===== src/rtl/adxl345.sv =====
`timescale 1ns/1ps
// adxl345: SPI mode-3 master that configures an ADXL345, then streams X/Y/Z bursts.
// A free-running tick paces the reads; outputs change only after a complete frame.
module adxl345 #(
    parameter int SYS_CLK_FREQ = 25000,
    parameter int SPI_CLK_FREQ = 2000,
    parameter int UPDATE_FREQ  = 10
) (
    input  logic        clk,
    input  logic        n_rst,
    input  logic        freeze,
    output logic        data_update,
    output logic [15:0] data_x,
    output logic [15:0] data_y,
    output logic [15:0] data_z,
    output logic        interrupt,
    output logic        SPI_SDI,
    input  logic        SPI_SDO,
    output logic        SPI_CSN,
    output logic        SPI_CLK
);

    localparam int HALF = SYS_CLK_FREQ / (2 * SPI_CLK_FREQ);
    localparam int TICK = SYS_CLK_FREQ / UPDATE_FREQ;
    localparam int HW   = $clog2(2 * HALF + 1);
    localparam int TW   = $clog2(TICK);

    localparam logic [HW-1:0] HALF_END = HW'(HALF - 1);
    localparam logic [HW-1:0] GAP_END  = HW'(2 * HALF - 1);
    localparam logic [TW-1:0] TICK_END = TW'(TICK - 1);

    typedef enum logic [2:0] {
        ST_PWRUP,
        ST_WR_FMT,
        ST_WR_PWR,
        ST_WAIT,
        ST_READ,
        ST_UPD
    } state_t;

    typedef enum logic [2:0] {
        SPI_IDLE,
        SPI_SETUP,
        SPI_LOW,
        SPI_HIGH,
        SPI_GAP
    } spi_state_t;

    state_t     state;
    state_t     next_state;
    spi_state_t spi_state;

    logic [TW-1:0] tick_cnt;
    logic          tick;
    logic          tick_pend;

    logic          spi_start;
    logic          spi_idle;
    logic          spi_done;
    logic [55:0]   tx_load;
    logic [5:0]    frame_bits;

    logic [HW-1:0] half_cnt;
    logic [5:0]    bit_cnt;
    logic [5:0]    bit_total;
    logic [55:0]   tx_sr;
    logic [47:0]   rx_sr;

    // Sample-rate timebase; it never stops, so read spacing is exactly TICK clocks.
    assign tick = (tick_cnt == TICK_END);

    always_ff @(posedge clk or negedge n_rst) begin
        if (!n_rst) begin
            tick_cnt <= '0;
        end else if (tick) begin
            tick_cnt <= '0;
        end else begin
            tick_cnt <= tick_cnt + TW'(1);
        end
    end

    // A tick that lands while a frame is in flight is remembered until WAIT.
    always_ff @(posedge clk or negedge n_rst) begin
        if (!n_rst) begin
            tick_pend <= 1'b0;
        end else if (tick && state != ST_PWRUP) begin
            tick_pend <= 1'b1;
        end else if (state == ST_WAIT) begin
            tick_pend <= 1'b0;
        end
    end

    always_ff @(posedge clk or negedge n_rst) begin
        if (!n_rst) begin
            state <= ST_PWRUP;
        end else begin
            state <= next_state;
        end
    end

    assign spi_idle = (spi_state == SPI_IDLE);

    // Transfer states request a frame whenever the engine is idle; spi_done
    // arrives while the engine is in its CSN-high gap, so only one frame starts.
    always_comb begin
        next_state = state;
        spi_start  = 1'b0;
        tx_load    = '0;
        frame_bits = 6'd16;
        case (state)
            ST_PWRUP: begin
                if (tick) next_state = ST_WR_FMT;
            end
            ST_WR_FMT: begin
                tx_load   = {8'h31, 8'h0B, 40'h0};
                spi_start = spi_idle;
                if (spi_done) next_state = ST_WR_PWR;
            end
            ST_WR_PWR: begin
                tx_load   = {8'h2D, 8'h08, 40'h0};
                spi_start = spi_idle;
                if (spi_done) next_state = ST_WAIT;
            end
            ST_WAIT: begin
                if (tick_pend) next_state = ST_READ;
            end
            ST_READ: begin
                tx_load    = {8'hF2, 48'h0};
                frame_bits = 6'd56;
                spi_start  = spi_idle;
                if (spi_done) next_state = ST_UPD;
            end
            ST_UPD: begin
                next_state = ST_WAIT;
            end
            default: begin
                next_state = ST_PWRUP;
            end
        endcase
    end

    // Mode-3 bit engine: SDI launched on SCLK fall, SDO captured on SCLK rise.
    // rx_sr keeps only the last 48 bits, which drops the command-byte slot.
    always_ff @(posedge clk or negedge n_rst) begin
        if (!n_rst) begin
            spi_state <= SPI_IDLE;
            SPI_CSN   <= 1'b1;
            SPI_CLK   <= 1'b1;
            SPI_SDI   <= 1'b0;
            half_cnt  <= '0;
            bit_cnt   <= '0;
            bit_total <= '0;
            tx_sr     <= '0;
            rx_sr     <= '0;
            spi_done  <= 1'b0;
        end else begin
            spi_done <= 1'b0;
            case (spi_state)
                SPI_IDLE: begin
                    if (spi_start) begin
                        SPI_CSN   <= 1'b0;
                        tx_sr     <= tx_load;
                        bit_total <= frame_bits;
                        bit_cnt   <= '0;
                        half_cnt  <= '0;
                        spi_state <= SPI_SETUP;
                    end
                end
                SPI_SETUP: begin
                    if (half_cnt == HALF_END) begin
                        half_cnt  <= '0;
                        SPI_CLK   <= 1'b0;
                        SPI_SDI   <= tx_sr[55];
                        tx_sr     <= {tx_sr[54:0], 1'b0};
                        spi_state <= SPI_LOW;
                    end else begin
                        half_cnt <= half_cnt + HW'(1);
                    end
                end
                SPI_LOW: begin
                    if (half_cnt == HALF_END) begin
                        half_cnt  <= '0;
                        SPI_CLK   <= 1'b1;
                        rx_sr     <= {rx_sr[46:0], SPI_SDO};
                        bit_cnt   <= bit_cnt + 6'd1;
                        spi_state <= SPI_HIGH;
                    end else begin
                        half_cnt <= half_cnt + HW'(1);
                    end
                end
                SPI_HIGH: begin
                    if (half_cnt == HALF_END) begin
                        half_cnt <= '0;
                        if (bit_cnt == bit_total) begin
                            SPI_CSN   <= 1'b1;
                            SPI_SDI   <= 1'b0;
                            spi_done  <= 1'b1;
                            spi_state <= SPI_GAP;
                        end else begin
                            SPI_CLK   <= 1'b0;
                            SPI_SDI   <= tx_sr[55];
                            tx_sr     <= {tx_sr[54:0], 1'b0};
                            spi_state <= SPI_LOW;
                        end
                    end else begin
                        half_cnt <= half_cnt + HW'(1);
                    end
                end
                SPI_GAP: begin
                    if (half_cnt == GAP_END) begin
                        half_cnt  <= '0;
                        spi_state <= SPI_IDLE;
                    end else begin
                        half_cnt <= half_cnt + HW'(1);
                    end
                end
                default: begin
                    spi_state <= SPI_IDLE;
                end
            endcase
        end
    end

    // Shadow bytes arrive X0,X1,Y0,Y1,Z0,Z1; each axis word is {high, low}.
    always_ff @(posedge clk or negedge n_rst) begin
        if (!n_rst) begin
            data_x      <= '0;
            data_y      <= '0;
            data_z      <= '0;
            data_update <= 1'b0;
            interrupt   <= 1'b0;
        end else begin
            data_update <= 1'b0;
            interrupt   <= 1'b0;
            if (state == ST_UPD && !freeze) begin
                data_x      <= {rx_sr[39:32], rx_sr[47:40]};
                data_y      <= {rx_sr[23:16], rx_sr[31:24]};
                data_z      <= {rx_sr[7:0],   rx_sr[15:8]};
                data_update <= 1'b1;
                interrupt   <= 1'b1;
            end
        end
    end

endmodule


===== config.mk =====
export PLATFORM = sky130hd
export DESIGN_NAME = adxl345
export DESIGN_NICKNAME = d
export VERILOG_FILES = /design/src/rtl/adxl345.sv
export SDC_FILE = /design/constraint.sdc
export NUM_CORES = 1
export LEC_CHECK = 0
export ABC_AREA = 1
export CORE_MARGIN = 1
export CORE_UTILIZATION = 60
export DETAILED_ROUTE_END_ITERATION = 16
export PLACE_DENSITY_LB_ADDON = 0.05
export SYNTH_ARGS = -nofsm -noshare
export SYNTH_HDL_FRONTEND = slang
export SYNTH_SLANG_ARGS = --single-unit

===== constraint.sdc =====
create_clock -name clk -period 3.27 [get_ports clk]
set_input_delay 0.981 -clock clk [delete_from_list [all_inputs] [get_ports clk]]
set_output_delay 0.981 -clock clk [all_outputs]
set_load 0.02 [all_outputs]

* After elaboration in Yosys (flattened, before gate mapping)
Cells that the tools add are included.
Storage, ports and cells: bits of input ports 4, logic and storage cells 118, output and inout port bits 53, bits in registers 192
Operators by class: reductions and logical operators 25, add/subtract/negate cells 3, multiplexer cells 48, equal/unequal tests 25
Operators by type and width (number):
- one-hot mux 56 bit (3 select lines) | 2
- 2-to-1 mux 56 bit | 4
- 2-to-1 mux 3 bit | 11
- != test 2 bit, second input constant | 12
- AND reduction 5 bit | 4
- 2-to-1 mux 6 bit | 3
- one-hot mux 3 bit (6 select lines) | 1
- 2-to-1 mux 1 bit | 17
- one-hot mux 3 bit (5 select lines) | 1
- adder 12 x 1 -> 12 bit, second input constant | 1
- equality test 12 bit, second input constant | 1
- equality test 3 x 2 -> 1 bit, second input constant | 4
- 2-to-1 mux 12 bit | 1
- 2-to-1 mux 4 bit | 3
- one-hot mux 4 bit (3 select lines) | 1
- one-hot mux 6 bit (2 select lines) | 1
- nonzero test 3 bit | 4
- equality test 3 bit, second input constant | 3
- nonzero test 2 bit | 4
- adder 6 x 1 -> 6 bit, second input constant | 1
- equality test 3 x 1 -> 1 bit, second input constant | 2
- equality test 6 bit | 1
- logical NOT 3 bit | 2
- AND reduction 2 bit | 3
- other kinds (10) | 14

* Depth between registers and ports, before layout
Gate-level depths: netlist (run 1).
depth after elaboration 5, mapped depth 10, mapped depth without buffers 10

* Least setup slack after synthesis (run 1)
Ideal clock, no wire load.
kind input to register, start point in freeze, end point reg data_x[10], path slack 1513 ps, arrival time 1627 ps, stages on the path 6, library setup time 130 ps, path buffers 2, data required time 3140 ps, path through nor3_4 > inv_2 > buf_6 > buf_2 > nand2_1 > o21ai_1
Between the ends: word-level cells in the longest chain between the ends 2
Ends and longest elaborated chain:
- from (decl) | RTL line 11 | input logic freeze,
- logical NOT 1 bit | RTL line 235 | if (state == ST_UPD && !freeze) begin
- logical AND 1 bit | RTL line 235
- to (signal assigned) | RTL line 236 | data_x <= {rx_sr[39:32], rx_sr[47:40]};
- to (decl) | RTL line 13 | output logic [15:0] data_x,
Every way passes these cells. A chain may end at the register's enable or synchronous reset.

* Final worst setup path (run 1)
start point reg SPI_CLK, end point out SPI_CLK
RTL lines:
- from (decl) | RTL line 20 | output logic SPI_CLK
- from (signal assigned) | RTL line 148 | SPI_CLK <= 1'b1;
- from (signal assigned) | RTL line 172 | SPI_CLK <= 1'b0;
- from (signal assigned) | RTL line 183 | SPI_CLK <= 1'b1;
No word-level cell between the ends.

==> summary.txt, run 1 <==
# diodes = 0
# setup viols final = 0
Post-CTS Setup Repair Bufs = 0
Final Hold Viols = 0
Startpoint Class = flop
Unrepaired setup endpoints after global routing = false
Largest cells by area after synthesis = dfrtp_1, nand2_1, o21ai_1, inv_1, o21ai_0
Routed Antenna Nets = 0
Worst path depth = 1
TritonCTS clock tree = yes
DRC Markers = 0
Synthesized area per cell = 8.84 µm²
Worst min-delay path category = in2async
CP max stage cell = clkdlybuf4s50_1
Synth warnings = 0
Clock power share = 49.7%
Crit-path max cell delay = 600 ps
Die Span Y = 105 µm
Global-route wire length before repair = 21300 µm
CP required = 2290 ps
DR iter-0 viols = 309
Post-CTS Hold Buffers = 0
Combinational share of power = 4.1%
#FFs+latches synth = 148
Initial antenna violation count = 0
FMAX = 380 MHz
PostCTS Resize Cnt = 0
Syn nets = 732
Fin util = 74.3%
Final WL = 12200 µm
Fin Setup TNS = 0 ps
Worst-skew pair later-pin latency = 520 ps
Worst-path clk slew = 60 ps
Worst-Margin Slew = 625 ps
P&R area growth vs syn = 20.0%
Distinct cell type count after synthesis = 31
Internal power = 3.24 mW
Drt pass-1 iters = 9
WP buf/inv = 1
Status = finished, final reports clean
Reg2Reg Launch Point = half_cnt[0]
Slew HR = 58.3%
Pwr Density = 531 nW/µm²
DR WL/cell = 13.1 µm
Num CTS Buffers = 17
Number of port buffers = 56
Congestion Overflow GR = 0
Initial Util = 61.9%
Sw frac = 20.5%
CP Launch Point = SPI_CLK
Fin crit share = 80.5%
CTS max path bufs = 2
WS Path Type = reg2out
Share of cells above drive strength 1 = 8.21%
Maximum capacitance violations = 0
CP delay by family, top = buffers and inverters
Worst r2r dst = rx_sr[7]
Htree depth = 4
Post-layout min period = 2630 ps
Finished Layout Cells = 928
Total core area = 10300 µm²
Largest net degree at the start of global routing = 96
Worst EP arrival = 1650 ps
Worst Skew = 7.31 ps
Die X-Extent = 105 µm
Clock root cell = clkbuf_8
P_leak = 3.63 nW
I/O pin count = 57
Clock sinks = 148
Switching pwr = 0.834 mW
Via density per instance = 5.16
Synth top area share = 57.2%
DR vias = 4786
Reg2Reg Setup Slack = 1190 ps
Dpl cells = 896
Worst-path maximum fanout = 2
Worst vdd ir = 0.508 mV
Max-slew violations = 0
Post-Synthesis Cells = 723
Cell accounting for the most synthesized area = dfrtp_1
Std cell rows = 37
Nets = 788
CP endpoint = SPI_CLK
FF-to-FF path depth = 7
Die footprint = 11100 µm²
RePlAce Congestion = 0.807
Worst Setup End Kind = output pin
Cell Chain, Critical Path = clkdlybuf4s50_1
Vias in the first global route = 4769
DP Wirelength = 7910 µm
Share of power burned in registers = 46.2%
Seq/Total Area, Yosys = 58.0%
Total track usage = 24.5%
Netlist Area Pre-Place = 6390 µm²
[stage by stage]
| step | area [µm²] | power (mW) | setup slack [ps] | hold slack [ps] |
|---|---|---|---|---|
| detailed placement | 7040 | 2.08 | 983 | 457 |
| global route | 7670 | 4.20 | 583 | 480 |
| floorplan | 6390 | 1.97 | 1510 | 433 |
| finish | 7670 | 4.07 | 637 | 450 |
| global placement | 7040 | 2.08 | 1040 | 449 |
| CTS | 7670 | 4.11 | 610 | 466 |
[placed cells by master, fill, tap and decap left out, drive strengths merged, types with 4 or more instances in the layout]
master and n:
dfrtp 146, clkbuf 25, inv 108, ha 5, xor2 11, nand4 4, o21ai 118, nor2 35
o21bai 16, nand2 203, a21oi 5, buf 8, nor3 6, clkdlybuf4s50 55, nand3 31
[worst min-delay path by stage]
| stage | end | slack, ps | depth (start not counted) |
|---|---|---|---|
| 3_5_place_dp | SPI_CSN | 460 | 2 |
| 4_1_cts | data_z[10] | 470 | 1 |
| 5_1_grt | data_z[11] | 480 | 1 |
| 6_report | data_z[10] | 450 | 1 |
| 2_1_floorplan | tick_cnt[0] | 430 | 1 |
| 3_3_place_gp | tick_cnt[0] | 450 | 1 |
[routing by layer]
metal / routed length, µm / part of all wire, % / track usage (%)
met5: 0 / 0 / 0
met4: 157 / 1.3 / 8.75
met3: 562 / 4.6 / 7.49
met2: 5920 / 49 / 39.3
met1: 5510 / 45 / 31.6
[kinds of logic after synthesis]
logic type,share of synthesized area (%)
adders and majority gates,0.979
buffers and inverters,8.65
DFF,58.0
and+or+nand+nor,18.9
xor gates and xnor gates,1.51
AOI/OAI and AO/OA,11.9
[sequential cells by signal, indices dropped and copies added, names as in the netlist]
| register | flops |
|---|---|
| SPI_CSN | 1 |
| tx_sr | 16 |
| data_z | 16 |
| tick_pend | 1 |
| data_x | 16 |
| bit_total | 2 |
| half_cnt | 4 |
| spi_state | 3 |
| bit_cnt | 6 |
| tick_cnt | 12 |
| data_y | 16 |
| interrupt | 1 |
| SPI_SDI | 1 |
| state | 3 |
| spi_done | 1 |
| SPI_CLK | 1 |
| rx_sr | 48 |
[cell usage after synthesis, drive strengths merged]
cell type	instances
xor2	11
o21ai	118
nand4	4
dfstp	2
o211ai	1
a21oi	5
o21bai	16
nor2	35
nor3b	1
o22ai	1
nand3b	2
buf	16
dfrtp	146
inv	108
ha	5
nand2	203
nor3	6
a31oi	1
or2	1
nand3	31
clkbuf	10
[power by group through the flow]
stage | Sequential [mW] | Clock (mW) | Combinational [mW]
floorplan | 1.95 | 0 | 0.0225
global placement | 1.91 | 0 | 0.168
detailed placement | 1.91 | 0 | 0.171
CTS | 1.88 | 2.05 | 0.172
global route | 1.88 | 2.13 | 0.185
finish | 1.88 | 2.02 | 0.167
[final cells by class]
class	instances	area, µm²
Multi-Input combinational cell	441	2130
Timing Repair Buffer	63	627
Inverter	108	405
Fill cell	750	2650
Tap cell	136	170
Clock inverter	7	116
Sequential cell	148	3710
Clock buffer	25	514
Power figures use the tool's default switching activity.
==> inputs of run 2 (changes only) <==
--- a/config.mk
+++ b/config.mk
@@ -7,7 +7,7 @@
 export LEC_CHECK = 0
 export ABC_AREA = 1
 export CORE_MARGIN = 1
-export CORE_UTILIZATION = 60
+export CORE_UTILIZATION = 57
 export DETAILED_ROUTE_END_ITERATION = 16
 export PLACE_DENSITY_LB_ADDON = 0.05
 export SYNTH_ARGS = -nofsm -noshare
==> constraint.sdc (replaced) <==
create_clock -name clk -period 2.7 [get_ports clk]
set_input_delay 0.81 -clock clk [delete_from_list [all_inputs] [get_ports clk]]
set_output_delay 0.81 -clock clk [all_outputs]
set_load 0.02 [all_outputs]
==> summary.txt, run 2 (same netlist as run 1, synthesis figures left out) <==
Commonest non-fill, non-tap cell in the layout = nand2_1
CP Launch Point = SPI_CLK
Largest reg by FF count = rx_sr
Nets = 787 (-0.13%)
Max FFs per register = 48 (unchanged)
Slew HR = 63.1% (+4.8 points)
Final hold slack = 247 ps (-203 ps)
Combinational share of power = 4.4% (+0.3 points)
Sw frac = 22.4% (+1.9 points)
WS Path Type = reg2out
# diodes = 0 (unchanged)
Largest net degree at the start of global routing = 96 (unchanged)
Via density per instance = 5.05 (-2.1%)
Worst-skew pair later-pin latency = 520 ps (about the same)
Worst-Margin Slew = 550 ps (-75.7 ps)
Congestion Overflow GR = 0 (unchanged)
TritonCTS clock tree = yes
Cell Chain, Critical Path = clkdlybuf4s50_1
# setup viols final = 0 (unchanged)
Routed Antenna Nets = 0 (unchanged)
Final Hold Viols = 0 (unchanged)
Initial antenna violation count = 0 (unchanged)
P_leak = 3.60 nW (-1.0%)
Initial Util = 58.7% (-3.2 points)
P&R area growth vs syn = 19.4%
Drt pass-1 iters = 4 (-5)
Worst min-delay path category = in2async
WP buf/inv = 1 (unchanged)
Htree depth = 4 (unchanged)
Most frequent cells in the layout = nand2_1, dfrtp_1, inv_1
Post-CTS Setup Repair Bufs = 0 (unchanged)
Final WL = 12000 µm (-1.2%)
DR vias = 4700 (-1.8%)
CP required = 1890 ps (-400 ps)
Pwr Density = 604 nW/µm² (+14%)
Finished Layout Cells = 931 (+0.32%)
I/O pin count = 57 (unchanged)
Switching pwr = 1.03 mW (+24%)
RePlAce Congestion = 0.810 (+0.37%)
Vias in the first global route = 4486 (-5.9%)
Startpoint Class = flop
Worst-path maximum fanout = 2 (unchanged)
Num CTS Buffers = 17 (unchanged)
Total core area = 10900 µm² (+5.5%)
FMAX = 407 MHz
Clock sinks = 148 (unchanged)
Internal power = 3.58 mW (+11%)
Worst Skew = 4.44 ps (-2.87 ps)
CTS max path bufs = 2 (unchanged)
Crit-path max cell delay = 600 ps (about the same)
DP Wirelength = 7870 µm (-0.44%)
DRC Markers = 0 (unchanged)
Status = finished, final reports clean
DR iter-0 viols = 306 (-0.97%)
Std cell rows = 38 (+2.7%)
Clock root cell = clkbuf_8
Post-layout min period = 2460 ps
Fillcell total = 857 (+14%)
Die X-Extent = 108 µm (+2.6%)
Maximum capacitance violations = 0 (unchanged)
Share of power burned in registers = 49.4% (+3.2 points)
DR WL/cell = 12.9 µm (-1.5%)
Worst-path clk slew = 60 ps (about the same)
Reg2Reg Launch Point = half_cnt[0]
Die footprint = 11600 µm² (+5.2%)
Dpl cells = 899 (+0.33%)
Share of cells above drive strength 1 = 8.09% (-0.12 points)
Post-CTS Hold Buffers = 0 (unchanged)
Total track usage = 22.9% (-1.6 points)
PostCTS Resize Cnt = 0 (unchanged)
Unrepaired setup endpoints after global routing = false
Number of port buffers = 56 (unchanged)
CP max stage cell = clkdlybuf4s50_1
CP delay by family, top = buffers and inverters
Fin Setup TNS = 0 ps (unchanged)
Fin crit share = 91.0%
Clock power share = 46.1% (-3.6 points)
Worst EP arrival = 1650 ps (about the same)
Global-route wire length before repair = 20600 µm (-3.3%)
Worst Setup End Kind = output pin
Max-slew violations = 0 (unchanged)
Worst vdd ir = 0.719 mV (+42%)
Die Span Y = 108 µm (+2.6%)
==> run 2: path summary, 6_finish.rpt <==
| check | to | slack [ps] | cells after the start |
|---|---|---|---|
| setup / recovery | SPI_CLK | 240 | 1 |
| min in group clk | SPI_CSN | 470 | 2 |
| setup reg to reg | bit_cnt[0] | 940 | 8 |
| hold reg to reg | SPI_CSN | 470 | 2 |
| max in group asynchronous | SPI_CLK | 1760 | 2 |
| hold / removal | data_z[10] | 250 | 1 |
==> run 2: layer usage <==
layer | up-vias | share of wire, % | global-route usage (%)
li1 | 2376 | - | -
met1 | 2226 | 50 | 31.7
met2 | 86 | 45 | 34.9
met3 | 12 | 3.8 | 6.72
met4 | 0 | 1.0 | 7.14
met5 | - | 0 | 0
==> run 2: through the flow <==
| stage | setup WS, ps | util (%) | instance area (µm²) | total power, mW |
|---|---|---|---|---|
| final | 242 | 70.1 | 7630 | 4.61 |
| after global routing | 163 | 70.1 | 7630 | 4.79 |
| after CTS | 205 | 70.1 | 7630 | 4.67 |
| after detailed placement | 531 | 65.1 | 7090 | 2.53 |
| after global placement | 568 | 65.1 | 7090 | 2.52 |
| after floorplan | 1110 | - | 6390 | 2.39 |
==> run 2: worst register-to-register path, cell delays in order (launching register included) <==
cell,delay [ps]
dfrtp_1,420
ha_1,230
nand3_2,170
inv_2,100
nand2_2,130
buf_12,330
inv_2,120
nor2_1,100
a21oi_1,50
==> run 2: layout make-up <==
type,count,area [µm²],area share [%]
multi-input combinational,441,2130,27.9
tap,140,175,2.30
inverter,108,405,5.31
clock inverter,13,110,1.44
timing repair buffer,62,669,8.77
clock buffer,19,432,5.66
sequential,148,3710,48.6
==> run 2: power groups by stage <==
stage          Clock, mW  Combinational (mW)  Sequential [mW]
2_1_floorplan          0              0.0272             2.36
3_3_place_gp           0               0.206             2.32
3_5_place_dp           0               0.210             2.32
4_1_cts             2.18               0.211             2.28
5_1_grt             2.28               0.226             2.28
6_report            2.13               0.205             2.28
